--- config.mk ---
export PLATFORM = sky130hd
export DESIGN_NAME = ball_motion_ctrl_flat
export DESIGN_NICKNAME = d
export VERILOG_FILES = /design/src/rtl/ball_motion_ctrl_if.sv /design/src/rtl/ball_motion_ctrl.sv /design/src/flat_wrapper.sv
export SDC_FILE = /design/constraint.sdc
export NUM_CORES = 1
export LEC_CHECK = 0
export CAP_MARGIN = 20
export CORE_ASPECT_RATIO = 1.25
export CORE_MARGIN = 10
export CORE_UTILIZATION = 58
export DETAILED_ROUTE_END_ITERATION = 7
export PLACE_DENSITY_LB_ADDON = 0.1
export SYNTH_ARGS = -nofsm -noshare
export SYNTH_HDL_FRONTEND = slang
export SYNTH_SLANG_ARGS = --single-unit
--- constraint.sdc ---
create_clock -name clk -period 8.87 [get_ports clk]
set_input_delay 1.3305 -clock clk [delete_from_list [all_inputs] [get_ports clk]]
set_output_delay 1.3305 -clock clk [all_outputs]
set_load 0.01 [all_outputs]
--- src/rtl/ball_motion_ctrl_if.sv ---
// Collision-checker handshake between the ball sequencer and the external
// brick/paddle checker. The sequencer is the master: it raises chk_req with a
// candidate position and holds it until the checker answers with chk_valid.
interface ball_motion_ctrl_if;
    logic       chk_req;
    logic [9:0] chk_x;
    logic [9:0] chk_y;
    logic       chk_valid;
    logic [1:0] chk_hit;

    modport master (output chk_req, chk_x, chk_y, input chk_valid, chk_hit);
    modport slave  (input chk_req, chk_x, chk_y, output chk_valid, chk_hit);
endinterface

--- src/rtl/ball_motion_ctrl.sv ---
// Per-frame ball motion sequencer: on each frame tick it forms the candidate
// position, handles screen edges locally, asks the collision checker about
// the rest, then commits the move or reflects the direction. Also keeps the
// lives count and the game-over flag.
module ball_motion_ctrl #(
    parameter int X_MAX       = 480,
    parameter int Y_MAX       = 640,
    parameter int START_X     = 240,
    parameter int START_Y     = 320,
    parameter int LIVES       = 3,
    parameter int CHK_TIMEOUT = 15
) (
    input  logic                      clk,
    input  logic                      resetn,
    input  logic                      tick,
    input  logic                      launch,
    input  logic [6:0]                xstep,
    input  logic [6:0]                ystep,
    ball_motion_ctrl_if.master        chk,
    output logic [9:0]                ball_x,
    output logic [9:0]                ball_y,
    output logic [1:0]                dir,
    output logic                      busy,
    output logic                      ball_lost,
    output logic [1:0]                lives,
    output logic                      game_over
);
    typedef enum logic [1:0] {S_IDLE, S_WAIT, S_EDGE, S_REQ} state_t;

    localparam int TW = $clog2(CHK_TIMEOUT + 1);

    state_t        state;
    state_t        state_nxt;
    logic [TW-1:0] timer;

    // 11-bit views so that sums and edge comparisons never wrap
    logic [10:0] x_w, y_w, xs_w, ys_w;
    logic [9:0]  nx, ny;
    logic        lost, x_edge, top_edge, req_timeout, req_done;

    // Candidate position and edge classification for the current frame
    always_comb begin
        x_w         = {1'b0, ball_x};
        y_w         = {1'b0, ball_y};
        xs_w        = {4'b0, xstep};
        ys_w        = {4'b0, ystep};
        // Only used when no edge is hit, so the 10-bit results are in range
        nx          = dir[0] ? ball_x - 10'(xstep) : ball_x + 10'(xstep);
        ny          = dir[1] ? ball_y - 10'(ystep) : ball_y + 10'(ystep);
        lost        = !dir[1] && (y_w + ys_w >= 11'(Y_MAX));
        x_edge      = dir[0] ? (x_w <= xs_w) : (x_w + xs_w >= 11'(X_MAX));
        top_edge    = dir[1] && (y_w <= ys_w);
        req_timeout = (timer == TW'(CHK_TIMEOUT - 1));
        req_done    = chk.chk_valid || req_timeout;
    end

    // State register
    always_ff @(posedge clk or negedge resetn) begin
        // NOTE: sequential state uses non-blocking assignments so every flop
        // samples the pre-edge values regardless of block ordering.
        if (!resetn) state <= S_IDLE;
        else         state <= state_nxt;
    end

    // Next-state logic; ticks and launches outside their state are dropped
    always_comb begin
        // NOTE: default first so no path leaves state_nxt unassigned (no latch).
        state_nxt = state;
        case (state)
            S_IDLE:  if (launch && !game_over) state_nxt = S_WAIT;
            S_WAIT:  if (tick) state_nxt = S_EDGE;
            S_EDGE: begin
                if (lost)                     state_nxt = S_IDLE;
                else if (x_edge || top_edge)  state_nxt = S_WAIT;
                else                          state_nxt = S_REQ;
            end
            S_REQ:   if (req_done) state_nxt = S_WAIT;
            default: state_nxt = S_IDLE;
        endcase
    end

    // Decoded from state so a reset mid-handshake drops the request at once
    assign chk.chk_req = (state == S_REQ);
    assign busy        = (state == S_EDGE) || (state == S_REQ);

    // Position, direction, candidate, timeout and lives bookkeeping
    always_ff @(posedge clk or negedge resetn) begin
        if (!resetn) begin
            ball_x    <= 10'(START_X);
            ball_y    <= 10'(START_Y);
            dir       <= 2'b00;
            chk.chk_x <= '0;
            chk.chk_y <= '0;
            timer     <= '0;
            ball_lost <= 1'b0;
            lives     <= 2'(LIVES);
            game_over <= 1'b0;
        end else begin
            ball_lost <= 1'b0;
            case (state)
                S_EDGE: begin
                    timer <= '0;
                    if (lost) begin
                        ball_lost <= 1'b1;
                        lives     <= lives - 2'd1;
                        ball_x    <= 10'(START_X);
                        ball_y    <= 10'(START_Y);
                        dir       <= 2'b00;
                        if (lives == 2'd1) game_over <= 1'b1;
                    end else if (x_edge || top_edge) begin
                        dir <= dir ^ {top_edge, x_edge};
                    end else begin
                        chk.chk_x <= nx;
                        chk.chk_y <= ny;
                    end
                end
                S_REQ: begin
                    timer <= timer + 1'b1;
                    if (chk.chk_valid && chk.chk_hit[1]) begin
                        dir[chk.chk_hit[0]] <= ~dir[chk.chk_hit[0]];
                    end else if (req_done) begin
                        ball_x <= chk.chk_x;
                        ball_y <= chk.chk_y;
                    end
                end
                default: ;
            endcase
        end
    end
endmodule

--- src/flat_wrapper.sv ---
// flat-port wrapper written by rule: the top's interface ports become plain ports
module ball_motion_ctrl_flat 
#(
    parameter int X_MAX       = 480,
    parameter int Y_MAX       = 640,
    parameter int START_X     = 240,
    parameter int START_Y     = 320,
    parameter int LIVES       = 3,
    parameter int CHK_TIMEOUT = 15
)
  (clk, resetn, tick, launch, xstep, ystep, ball_x, ball_y, dir, busy, ball_lost, lives, game_over, chk_chk_req, chk_chk_x, chk_chk_y, chk_chk_valid, chk_chk_hit);
  ball_motion_ctrl_if chk_i ();
  input  logic clk;
  input  logic resetn;
  input  logic tick;
  input  logic launch;
  input  logic [6:0] xstep;
  input  logic [6:0] ystep;
  output logic [9:0] ball_x;
  output logic [9:0] ball_y;
  output logic [1:0] dir;
  output logic busy;
  output logic ball_lost;
  output logic [1:0] lives;
  output logic game_over;
  output wire logic [$bits(chk_i.chk_req)-1:0] chk_chk_req;
  output wire logic [$bits(chk_i.chk_x)-1:0] chk_chk_x;
  output wire logic [$bits(chk_i.chk_y)-1:0] chk_chk_y;
  input wire logic [$bits(chk_i.chk_valid)-1:0] chk_chk_valid;
  input wire logic [$bits(chk_i.chk_hit)-1:0] chk_chk_hit;
  assign chk_chk_req = chk_i.chk_req;
  assign chk_chk_x = chk_i.chk_x;
  assign chk_chk_y = chk_i.chk_y;
  assign chk_i.chk_valid = chk_chk_valid;
  assign chk_i.chk_hit = chk_chk_hit;
  ball_motion_ctrl #(.X_MAX(X_MAX), .Y_MAX(Y_MAX), .START_X(START_X), .START_Y(START_Y), .LIVES(LIVES), .CHK_TIMEOUT(CHK_TIMEOUT)) u_core (.clk(clk), .resetn(resetn), .tick(tick), .launch(launch), .xstep(xstep), .ystep(ystep), .chk(chk_i), .ball_x(ball_x), .ball_y(ball_y), .dir(dir), .busy(busy), .ball_lost(ball_lost), .lives(lives), .game_over(game_over));
endmodule
==> results.json, run 1 <==
{
  "yosysUniqueCellTypes": 64,
  "ios": 69,
  "routedWlPerCell_microns": 17.5,
  "switchingPower_mw": 0.674,
  "synth_cells": 419,
  "setup_slack_ns": 4.10,
  "hold_slack_ns": 0.479,
  "reg2reg_slack_ns": 5.21,
  "dp_hpwl_mm": 7.74,
  "grt_antenna_before_repair": 0,
  "syn_area_per_cell_sq_um": 9.47,
  "grt_max_degree": 53,
  "path_class": "in2reg",
  "internal-power_mw": 0.871,
  "r2r-start": "u_core.ball_y[0]",
  "hold_class": "reg2reg",
  "syn_to_final_growth_pct": 20.4,
  "hold_viol": 0,
  "drcViolationCount": 0,
  "clock_sink_count": 52,
  "p_seq_share_pct": 29.9,
  "finalCritPeriodShare_pct": 53.7,
  "vias": 3260,
  "maxSlewViolCount": 0,
  "yosysSeqAreaShare_pct": 33.1,
  "swShare_pct": 43.6,
  "ys_warn_count": 0,
  "synth-seq-cells": 52,
  "cp_max_fo": 15,
  "cp.arrival_ns": 5.01,
  "synth.largest_area_cell": "dfrtp_1",
  "outcome": "finished clean",
  "finalNetCount": 540,
  "layout_common_cells": "67 x clkdlybuf4s50_1, 49 x inv_1, 44 x dfrtp_1",
  "via_per_inst": 5.74,
  "final.setup.tns_ns": 0,
  "start_kind": "primary input",
  "cts_resized": 0,
  "max-vdd-ir-drop_v": 0.000225,
  "fin_crit_ns": 4.77,
  "synth.net_count": 479,
  "htreeDepth": 2,
  "cp-end-kind": "flip-flop",
  "pwr-share-clk_pct": 9.4,
  "clk_pin_slew_ns": 0.10,
  "postRouteAntennaNets": 0,
  "r2r-end": "u_core.ball_x[5]",
  "finalSetupViolCount": 0,
  "stdcell_count": 568,
  "placed_area_sq_mm": 0.00468,
  "first_pass_iters": 6,
  "r2r_cells": 12,
  "grt_pass1_wl_mm": 16.5,
  "overflow": 0,
  "die_x_microns": 94.0,
  "synth_ff_type": "dfrtp_1",
  "relSlewSlack_pct": 56.2,
  "core_area_sq_mm": 0.00661,
  "cts-root-buf": "clkbuf_8",
  "postCtsSetupBuffers": 0,
  "layout_commonest_cell": "clkdlybuf4s50_1",
  "hold_buffers": 0,
  "fp.dieArea_sq_mm": 0.0106,
  "grt.total_usage_pct": 18.9,
  "nFillCells": 509,
  "ys_top_cells_by_area": "dfrtp_1 28%, ha_1 11%, mux2i_1 5.6%",
  "numCtsBuffers": 5,
  "worstPathRequired_ns": 9.11,
  "holdCritStartpoint": "u_core.game_over",
  "rsz0062_at_grt": "no",
  "synth-edff-count": 0,
  "wirelength_mm": 9.94,
  "ys_async_sr_fraction_pct": 100,
  "grt_pass1_vias": 3392,
  "port_buffers": 68,
  "tightest_slew_ns": 0.657,
  "power_density_mw_per_mm2": 323,
  "leakagePower_nw": 2.07,
  "power_mw": 1.55,
  "initial_utilization_pct": 60.0,
  "yosysTopAreaCellShare_pct": 27.8,
  "whs_endpoint": "u_core.game_over",
  "clock_latency_ns": 0.31,
  "fin_util_pct": 72.3,
  "dp_slack_ns": 3.78,
  "rows": 33,
  "clockBufferDepth": 2,
  "globalplace.congestion": 0.855,
  "p_comb_share_pct": 60.7,
  "die-height_microns": 112,
  "syn-cell-area_sq_mm": 0.00397,
  "dp_cells": 560,
  "drive_above_1_share_pct": 10.6,
  "cts_tree": "yes",
  "worstHoldPathCells": 1,
  "diodes": 0,
  "finalInstanceArea_sq_mm": 0.00478,
  "drtIter0Drc": 168,
  "fmax_mhz": 210,
  "fin_skew_ns": 0.00853,
  "maxCapViolations": 0
}
power by group through the flow:
stage,registers (mW),logic [mW],clock network [mW]
after floorplan,0.453,0.607,0
after global placement,0.461,0.918,0
after detailed placement,0.462,0.941,0
after CTS,0.461,0.944,0.147
after global routing,0.477,1.03,0.157
final,0.461,0.939,0.145
worst max-delay path: stages:
cell,delay (ns)
clkdlybuf4s50_1,0.48
ha_1,0.18
inv_1,0.06
fa_1,0.38
nor2_1,0.26
o311ai_2,0.14
a31oi_1,0.28
a22oi_1,0.12
a31oi_2,0.34
nor2_1,0.14
a2111oi_4,0.48
buf_4,0.41
mux2_2,0.38
kinds of logic after synthesis:
kind of cell               share of synthesized area (%)
buffers and inverters                               7.38
xor gates and xnor gates                            4.42
adders and majority gates                           13.1
muxes                                               12.2
AOI/OAI and AO/OA                                   17.0
DFF                                                 33.1
and+or+nand+nor                                     12.9
final cells by class:
cell class	count	area [sq um]	area share (%)
Timing Repair Buffer	71	698	14.6
Multi-Input combinational cell	300	2370	49.7
Clock buffer	6	82.6	1.73
Tap cell	87	109	2.28
Clock inverter	2	13.8	0.288
Sequential cell	52	1310	27.4
Inverter	50	188	3.93
worst max path at each step:
| stage | startpoint | end | depth (start not counted) |
|---|---|---|---|
| final | ystep[0] | u_core.ball_x[5] | 13 |
| after global routing | ystep[0] | u_core.ball_x[4] | 13 |
| after CTS | ystep[0] | u_core.ball_x[5] | 13 |
| after detailed placement | ystep[0] | u_core.ball_x[5] | 13 |
| after global placement | ystep[0] | u_core.ball_x[4] | 13 |
| after floorplan | xstep[0] | u_core.dir[0] | 12 |
Yosys cell counts (6+ instances only):
master    instances
inv_1            49
dfrtp_1          44
ha_1             35
nand2_1          30
a21oi_1          29
nor2_1           28
mux2i_1          22
o21ai_0          21
xnor2_1          18
clkbuf_1         10
mux2_4           10
nand2b_1         10
mux2_2            9
dfstp_2           8
nor2b_1           6
per-layer routing:
metal	track usage (%)	share of wire, %	vias up	wire, microns
li1	-	-	1564	-
met5	0	0	-	0
met4	5.28	1.9	0	185
met2	34.8	54	102	5320
met3	3.07	4.3	18	428
met1	21.6	40	1576	4000
registers in the layout, indices dropped and copies added, names as in the netlist:
register,count
u_core.dir,2
u_core.state,2
u_core.chk.chk_x,10
u_core.game_over,1
u_core.ball_lost,1
u_core.chk.chk_y,10
u_core.timer,4
u_core.ball_y,10
u_core.lives,2
u_core.ball_x,10
Note: power is estimated with default switching activity, not from simulation.
==> run 2, diff against run 1 <==
--- a/config.mk
+++ b/config.mk
@@ -8,7 +8,7 @@
 export CAP_MARGIN = 20
 export CORE_ASPECT_RATIO = 1.25
 export CORE_MARGIN = 10
-export CORE_UTILIZATION = 58
+export CORE_UTILIZATION = 49
 export DETAILED_ROUTE_END_ITERATION = 7
 export PLACE_DENSITY_LB_ADDON = 0.1
 export SYNTH_ARGS = -nofsm -noshare
==> constraint.sdc (replaced) <==
create_clock -name clk -period 4 [get_ports clk]
set_input_delay 0.6 -clock clk [delete_from_list [all_inputs] [get_ports clk]]
set_output_delay 0.6 -clock clk [all_outputs]
set_load 0.01 [all_outputs]
==> results.json, run 2 (same netlist as run 1, synthesis figures left out) <==
{
  "fin_skew_ns": 0.00826,
  "rsz0062_at_grt": "no",
  "cts_tree": "yes",
  "maxSlewViolCount": 0,
  "fmax_mhz": 282,
  "syn_to_final_growth_pct": 22.5,
  "crit_chain": "clkdlybuf4s50_1 -> ha_1 -> inv_1 -> fa_1 -> nor2_1 -> o311ai_2 -> a31oi_1 -> a22oi_1 -> a31oi_2 -> nor2_1 -> a2111oi_4 -> buf_12 -> mux2_2",
  "grt_pass1_vias": 3377,
  "fp.dieArea_sq_mm": 0.0121,
  "maxCapViolations": 0,
  "dp_hpwl_mm": 7.66,
  "drcViolationCount": 0,
  "start_kind": "primary input",
  "postRouteAntennaNets": 0,
  "tightest_slew_ns": 0.877,
  "leakagePower_nw": 2.10,
  "clock_latency_ns": 0.31,
  "met2_length_mm": 5.10,
  "grt_antenna_before_repair": 0,
  "numCtsBuffers": 5,
  "hold_viol": 0,
  "finalCritPeriodShare_pct": 88.6,
  "hold_class": "in2async",
  "rows": 36,
  "relSlewSlack_pct": 41.5,
  "overflow": 0,
  "cp_max_fo": 17,
  "wirelength_mm": 9.87,
  "layout_common_cells": "67 x clkdlybuf4s50_1, 49 x inv_1, 44 x dfrtp_1",
  "wl_met1_mm": 4.19,
  "wl_met3_microns": 423,
  "cpMostUsedCell": "nor2_1",
  "finalSetupViolCount": 0,
  "max-vdd-ir-drop_v": 0.000397,
  "initial_utilization_pct": 50.6,
  "slowest_stage": "clkdlybuf4s50_1",
  "grt.total_usage_pct": 16.6,
  "dp_slack_ns": 0.142,
  "grt_pass1_wl_mm": 16.7,
  "ios": 69,
  "power_mw": 3.49,
  "routedWlPerCell_microns": 17.0,
  "htreeDepth": 2,
  "clock_sink_count": 52,
  "cp-end-kind": "flip-flop",
  "path_class": "in2reg",
  "die_x_microns": 100,
  "postCtsSetupBuffers": 0,
  "final.setup.tns_ns": 0,
  "critPathTopFamily": "compound AO/OA/AOI/OAI gates",
  "die-height_microns": 121,
  "via_per_inst": 5.47,
  "hold_buffers": 0,
  "globalplace.congestion": 0.882,
  "power_density_mw_per_mm2": 719,
  "drive_above_1_share_pct": 11.7,
  "top_layer": "met4",
  "cp.arrival_ns": 3.79,
  "core_area_sq_mm": 0.00784,
  "fin_util_pct": 62.0,
  "cp_num_buf_inv": 3,
  "clockBufferDepth": 2,
  "port_buffers": 68,
  "clk_pin_slew_ns": 0.10,
  "drtIter0Drc": 154,
  "outcome": "finished clean",
  "cts-root-buf": "clkbuf_8",
  "finalNetCount": 546,
  "cpPeakStageDelay_ns": 0.49,
  "grt_max_degree": 40,
  "setup_slack_ns": 0.457,
  "worstPathRequired_ns": 4.24,
  "cts_resized": 0,
  "diodes": 0,
  "layout_commonest_cell": "clkdlybuf4s50_1",
  "fin_crit_ns": 3.54,
  "first_pass_iters": 4,
  "vias": 3182
}
[run 2: per-layer routing]
metal  up-vias  global-route usage, %
li1       1576                      -
met1      1538                   19.9
met2        56                   29.0
met3        12                   3.48
met4         0                   4.69
met5         -                      0
[run 2: final timing paths]
kind,endpoint,from,slack [ns],cells after the start
max in group asynchronous,u_core.lives[1],resetn,2.80,2
setup reg to reg,u_core.ball_x[4],u_core.ball_y[0],0.84,12
hold / removal,u_core.ball_y[3],resetn,0.40,1
setup / recovery,u_core.ball_x[4],ystep[0],0.46,13
min in group clk,u_core.game_over,u_core.game_over,0.50,1
hold reg to reg,u_core.game_over,u_core.game_over,0.50,1
[run 2: through the flow]
| step | hold WS (ns) | cells | area [sq um] |
|---|---|---|---|
| 2_1_floorplan | 0.304 | 419 | 3970 |
| 3_3_place_gp | 0.456 | 574 | 4750 |
| 3_5_place_dp | 0.476 | 574 | 4750 |
| 4_1_cts | 0.444 | 582 | 4860 |
| 5_1_grt | 0.465 | 582 | 4860 |
| 6_report | 0.398 | 582 | 4860 |
[run 2: cell type report]
type	instances	area, sq um
fill	694	2980
multi-input combinational	300	2370
sequential	52	1310
timing repair buffer	77	756
inverter	50	188
tap	95	119
clock buffer	5	68.8
clock inverter	3	42.5
[run 2: power breakdown]
part	internal, mW	switching [mW]
clock	0.186	0.185
combinational	1.09	1.03
sequential	0.749	0.258
